--- src/rtl/timer_counter.sv ---
// Memory-mapped countdown timer with CTRL/PRESET/COUNT registers and a maskable IRQ.
// Optional auto-reload mode is built only when TIMER_AUTORELOAD_EN is defined.
module timer_counter (
  input  logic        clk,
  input  logic        reset,
  input  logic [31:0] addr,
  input  logic        WE,
  input  logic [31:0] Din,
  output logic [31:0] Dout,
  output logic        IRQ
);

  typedef enum logic [1:0] {IDLE, LOAD, CNT, INT} state_t;

  state_t      state;
  logic        en;
  logic        im;
  logic        irq_flag;
  logic [31:0] preset;
  logic [31:0] count;
  logic [31:0] ctrl_rd;
  logic        ctrl_wr;
  logic        preset_wr;
  logic        unused_addr_bits;

  // The bridge already range-checks, so only the word offset matters here.
  assign unused_addr_bits = ^{addr[31:4], addr[1:0]};
  assign ctrl_wr          = WE && (addr[3:2] == 2'b00);
  assign preset_wr        = WE && (addr[3:2] == 2'b01);

`ifdef TIMER_AUTORELOAD_EN
  logic [1:0] mode;
  logic       auto_reload;

  assign auto_reload = (mode == 2'b01);
  assign ctrl_rd     = {28'd0, im, mode, en};
`else
  assign ctrl_rd     = {28'd0, im, 2'b00, en};
`endif

  always_ff @(posedge clk) begin
    if (!reset) begin
      state    <= IDLE;
      en       <= 1'b0;
      im       <= 1'b0;
      irq_flag <= 1'b0;
      preset   <= 32'd0;
      count    <= 32'd0;
`ifdef TIMER_AUTORELOAD_EN
      mode     <= 2'b00;
`endif
    end else begin
      case (state)
        IDLE: begin
          if (en) state <= LOAD;
        end
        LOAD: begin
          count <= preset;
          state <= CNT;
        end
        CNT: begin
          // A count of 0 or 1 both finish here, so COUNT never wraps.
          if (!en) begin
            state <= IDLE;
          end else if (count > 32'd1) begin
            count <= count - 32'd1;
          end else begin
            count    <= 32'd0;
            irq_flag <= 1'b1;
            state    <= INT;
          end
        end
        INT: begin
`ifdef TIMER_AUTORELOAD_EN
          if (auto_reload) begin
            irq_flag <= 1'b0;
            state    <= LOAD;
          end else begin
            en    <= 1'b0;
            state <= IDLE;
          end
`else
          en    <= 1'b0;
          state <= IDLE;
`endif
        end
        default: state <= IDLE;
      endcase

      // CPU writes come last so they override the FSM's own EN clear.
      if (ctrl_wr) begin
        en       <= Din[0];
        im       <= Din[3];
        irq_flag <= 1'b0;
`ifdef TIMER_AUTORELOAD_EN
        mode     <= Din[2:1];
`endif
      end
      if (preset_wr) preset <= Din;
    end
  end

  always_comb begin
    Dout = 32'd0;
    case (addr[3:2])
      2'b00:   Dout = ctrl_rd;
      2'b01:   Dout = preset;
      2'b10:   Dout = count;
      default: Dout = 32'd0;
    endcase
  end

  assign IRQ = irq_flag & im;

endmodule

--- config.mk ---
export PLATFORM = sky130hd
export DESIGN_NAME = timer_counter
export DESIGN_NICKNAME = d
export VERILOG_FILES = /design/src/rtl/timer_counter.sv
export SDC_FILE = /design/constraint.sdc
export NUM_CORES = 1
export LEC_CHECK = 0
export ABC_CLOCK_PERIOD_IN_PS = 2800
export CAP_MARGIN = 20
export CORE_ASPECT_RATIO = 1.4
export CORE_MARGIN = 8
export CORE_UTILIZATION = 40
export CTS_CLUSTER_SIZE = 24
export DETAILED_ROUTE_END_ITERATION = 7
export GPL_TIMING_DRIVEN = 0
export PLACE_DENSITY = 0.68
export SYNTH_ARGS = -nofsm -noshare
export SYNTH_HDL_FRONTEND = slang
export SYNTH_SLANG_ARGS = --single-unit
--- constraint.sdc ---
create_clock -name clk -period 2.8 [get_ports clk]
set_input_delay 0.28 -clock clk [delete_from_list [all_inputs] [get_ports clk]]
set_output_delay 0.28 -clock clk [all_outputs]
set_load 0.1 [all_outputs]
# ---- Yosys cells after proc, flatten, opt, wreduce, memory -nomap -nowiden
# Cells that the tools add are included.
dict set report word_totals {
  word_cells 39
  ff_bits 69
  output_inout_bits 33
}
dict set report op_classes {
  order_cmp 1
  n_eq_ne 8
  bitwise 3
  n_addsub 1
  reduce_logical 10
  n_mux 10
}
# cell count
set op_table {}
lappend op_table {{32-bit one-hot mux with 3 select lines} 1}
lappend op_table {{32-bit 2-to-1 mux} 2}
lappend op_table {{32-bit one-hot mux with 2 select lines} 1}
lappend op_table {{32-bit by 1-bit > comparator with 1-bit output, second input constant} 1}
lappend op_table {{32-bit by 1-bit subtractor with 32-bit output, second input constant} 1}
lappend op_table {{2-bit one-hot mux with 4 select lines} 1}
lappend op_table {{2-bit equality test, second input constant} 3}
lappend op_table {{2-bit 2-to-1 mux} 3}
lappend op_table {{2-bit by 1-bit equality test with 1-bit output, second input constant} 2}
lappend op_table {{2-bit logical NOT} 2}
lappend op_table {{2-bit != test, second input constant} 2}
lappend op_table {{2-bit AND reduction} 2}
lappend op_table {{2-bit nonzero test} 2}
lappend op_table {{3-bit != test, second input constant} 1}
lappend op_table {{3-bit AND reduction} 1}
lappend op_table {{1-bit logical AND} 2}
lappend op_table {{1-bit 2-to-1 mux} 2}
lappend op_table {{1-bit NOT} 2}
lappend op_table {{2-bit OR reduction} 1}
lappend op_table {{1-bit bitwise AND} 1}

# ---- Logic depth before layout (Yosys ltp)
dict set report logic_depth {
  ltp_word 4
  mapped_depth 11
}

# ---- Least setup slack after synthesis
# OpenSTA, ideal clock, no wires.
dict set report synth_timing {
  path_type {reg-to-output}
  from {register en}
  to {output Dout[0]}
  stages_incl_launch_ff 4
  arrival_ps 2723
  slack_ps -203
  path_cell_list {dfxtp_1 > clkbuf_1 > mux2i_1 > o21ai_0}
}
dict set report synth_between {
  elab_chain_cells 1
}
# item line_no
set synth_rtl {}
lappend synth_rtl {{start, declared} 16} ;# logic en;
lappend synth_rtl {{start signal, assigned} 92} ;# en <= Din[0];
lappend synth_rtl {{32-bit one-hot mux with 3 select lines} 105} ;# case (addr[3:2])
lappend synth_rtl {{end, declared} 9} ;# output logic [31:0] Dout,
# Every way passes these cells.

# ---- Final worst setup path
dict set report layout_timing {
  from {register count[24]}
  to {register count[10]}
}
dict set report layout_between {
  elab_chain_cells 4
}
# item line_no
set layout_rtl {}
lappend layout_rtl {{start, declared} 20} ;# logic [31:0] count;
lappend layout_rtl {{start signal, assigned} 58} ;# count <= preset;
lappend layout_rtl {{start signal, assigned} 66} ;# count <= count - 32'd1;
lappend layout_rtl {{32-bit by 1-bit > comparator with 1-bit output} 65} ;# end else if (count > 32'd1) begin
lappend layout_rtl {{32-bit 2-to-1 mux} 65}
lappend layout_rtl {{32-bit 2-to-1 mux} 63} ;# if (!en) begin
lappend layout_rtl {{32-bit one-hot mux with 2 select lines} 53} ;# case (state)
# Every way passes these cells. The select of a mux whose other input is x is not followed.
# A chain may end at the register's enable or synchronous reset.

==> results_dict.tcl <==
set metrics [dict create \
    dieArea_mm2 0.0129 \
    cpMostUsedCell "buf_6" \
    crit_buf_inv 3 \
    synth-seq-cells 69 \
    critPathTopFamily "simple AND/OR/NAND/NOR gates" \
    fin_skew_ns 0.00652 \
    die_h_um 131 \
    setup_slack_ns 0.118 \
    synth_edf_count 0 \
    overflow 0 \
    async_flop_share 0 \
    grt_pass1_vias 4068 \
    drtPass1Iterations 5 \
    synth_area_leaders "dfxtp_1, a21oi_1, nand2_1" \
    drc 0 \
    start_util 0.404 \
    drt_wl_total_um 13400 \
    dp_hpwl_um 9600 \
    cts_hold_buf 0 \
    fin_crit_sh 0.958 \
    path_clk_slew_ns 0.06 \
    antenna_found_initial 0 \
    slowest_delay_ns 0.67 \
    synth_warnings 0 \
    slew_violations 0 \
    cts_buffers 9 \
    gp_congestion 0.948 \
    ys_types 50 \
    synth_top_cell_area_share 0.365 \
    clock_latency_ns 0.34 \
    hold_violations 0 \
    ioPinCount 100 \
    setup-violations-final 0 \
    via_count 4203 \
    synthesis.nets 590 \
    critPathKind "flip-flop to flip-flop" \
    cts_max_level 3 \
    clock.fmax_mhz 373 \
    finalPower_w 0.00263 \
    finalSetupTns_ns 0 \
    synth-main-ff-cell "dfxtp_1" \
    drive_above_1_share 0.117 \
    syn_area_per_cell_um2 7.26 \
    dpl_worst_slack_ns -0.664 \
    dpl_cell_area_mm2 0.00460 \
    worstMarginPinSlew_ns 0.965 \
    path_max_fanout 10 \
    status "completed" \
    cts_root_buf "clkbuf_16" \
    fin_area_mm2 0.00494 \
    leakage_nw 1.89 \
    slew_headroom 0.355 \
    nNetsFinal 669 \
    cts_sinks 69 \
    core_mm2 0.00935 \
    crit_arrival_ns 2.90 \
    cp_slowest_cell "nor4_1" \
    synth_largest_area_cell "dfxtp_1" \
    seq_area_frac_synth 0.365 \
    rsz0062_at_grt "false" \
    port_buffers 68 \
    fin_crit_ns 2.68 \
    synth_area_mm2 0.00378 \
    cp.required_ns 3.02 \
    cts_tree "yes" \
    fill_cells 937 \
    die_x_um 98.2 \
    grt_pass1_wl_um 20900 \
    multi_input_area_mm2 0.00218 \
    cap_violations 0 \
    worstPathCellList "nor4_1 -> nand4b_1 -> or3_1 -> buf_2 -> and2_4 -> buf_6 -> buf_6 -> o21ai_0 -> a21oi_1" \
    syn_inst 521 \
    diodes 0 \
    avgRoutedWirePerCell_um 18.7 \
    row_count 42 \
    hold_path.class "primary input to flip-flop" \
    ant_nets 0 \
    ir_drop_mv 0.339 \
    grtUsageTotal 0.209 \
    drt_iter0_drc 362 \
    ff_latch_area_mm2 0.00138 \
    p_per_area_mw_per_mm2 532 \
    syn_to_final_growth_pct 30.7 \
    end_kind "flip-flop" \
    clk_path_buf_depth 2 \
    drt-vias-per-instance 5.88 \
    start_kind "flip-flop" \
    grt_max_degree 11 \
]
-- worst paths after layout --
path / from / endpoint / slack [ns] / cells after the start
max: count[24] / count[10] / 0.12 / 9
min: reset / state[0] / 0.42 / 3
max reg2reg: count[24] / count[10] / 0.12 / 9
min reg2reg: preset[10] / preset[10] / 0.47 / 2
-- registers in the layout, indices dropped and copies added, names as in the netlist --
signal    flops
irq_flag      1
count        32
state         2
im            1
en            1
preset       32
-- power by group --
group / total [W] / switching (W) / internal (W)
clock: 0.00112 / 0.000419 / 0.000698
sequential: 0.00104 / 0.0000277 / 0.00101
combinational: 0.000477 / 0.000303 / 0.000174
total: 0.00263 / 0.000750 / 0.00188
-- routing by layer --
| metal | global-route usage | share of wire | routed length (um) |
|---|---|---|---|
| met2 | 0.371 | 0.51 | 6870 |
| met1 | 0.228 | 0.39 | 5170 |
| met4 | 0.114 | 0.037 | 498 |
| met5 | 0 | 0 | 0 |
| met3 | 0.0497 | 0.064 | 864 |
-- Yosys cell counts, types with 4 or more instances --
| cell type | count |
|---|---|
| nand2_1 | 99 |
| or2_2 | 4 |
| xnor2_1 | 4 |
| nand3_1 | 9 |
| o21ai_0 | 64 |
| nor4_1 | 5 |
| nor3_1 | 11 |
| a21oi_1 | 80 |
| a22o_1 | 30 |
| clkbuf_1 | 33 |
| nor2_1 | 25 |
| or3_1 | 7 |
| a211oi_1 | 5 |
| inv_1 | 12 |
| nor2b_1 | 4 |
| or4_1 | 5 |
| dfxtp_1 | 69 |
-- layout by cell type (no fill, tap or decap), drive strengths merged, types with 2 or more instances in the layout --
cell type | netlist | final
a211oi | 5 | 5
a21oi | 81 | 81
a221oi | 3 | 3
a22o | 30 | 30
a31oi | 3 | 3
and2 | 4 | 4
and3 | 2 | 2
buf | 6 | 6
clkbuf | 33 | 49
clkdlybuf4s15 | 0 | 32
clkdlybuf4s50 | 0 | 36
dfxtp | 69 | 69
ha | 2 | 2
inv | 12 | 12
mux2i | 3 | 3
nand2 | 99 | 99
nand2b | 3 | 3
nand3 | 9 | 9
nand3b | 2 | 2
nand4b | 2 | 2
nor2 | 25 | 25
nor2b | 4 | 4
nor3 | 11 | 11
nor4 | 6 | 6
o211a | 2 | 2
o21ai | 68 | 68
or2 | 4 | 4
or3 | 7 | 7
or4 | 6 | 6
xnor2 | 4 | 4
xor2 | 3 | 3
-- per-stage QoR --
stage | utilization | cells | hold WS (ns)
finish | 0.528 | 715 | 0.420
global route | 0.528 | 715 | 0.444
CTS | 0.528 | 715 | 0.399
detailed placement | 0.492 | 699 | 0.461
global placement | 0.492 | 699 | 0.456
floorplan | - | 521 | 0.416
-- repair_timing --
action                     4_1_cts  5_1_grt
setup endpoints to repair       32       19
pin swaps                        0        0
resized for setup              102        3
buffers inserted                 0        0
-- layout make-up --
cell class                 instances  area share
buffer                            39      0.0364
inverter                          13     0.00987
sequential                        69       0.279
timing repair buffer              68       0.146
clock buffer                      16      0.0590
multi-input combinational        400       0.442
tap                              110      0.0278
-- cells by family (layout without fill, tap and decap cells) --
logic type,after synthesis,count (layout),synth area share
AO/OA/AOI/OAI,200,200,0.314
XOR/XNOR,7,7,0.0162
adder cells (fa/ha/maj),2,2,0.00661
buffers and inverters,52,136,0.0585
flip-flops,69,69,0.365
multiplexers,3,3,0.00794
AND/OR/NAND/NOR,188,188,0.231
-- worst min-delay path: cells and delay by family --
kind	cells	cell delay, ns
compound gates	1	0.05
buf+inv	1	0.24
simple gates	1	0.14
Note: power is estimated with default switching activity, not from simulation.
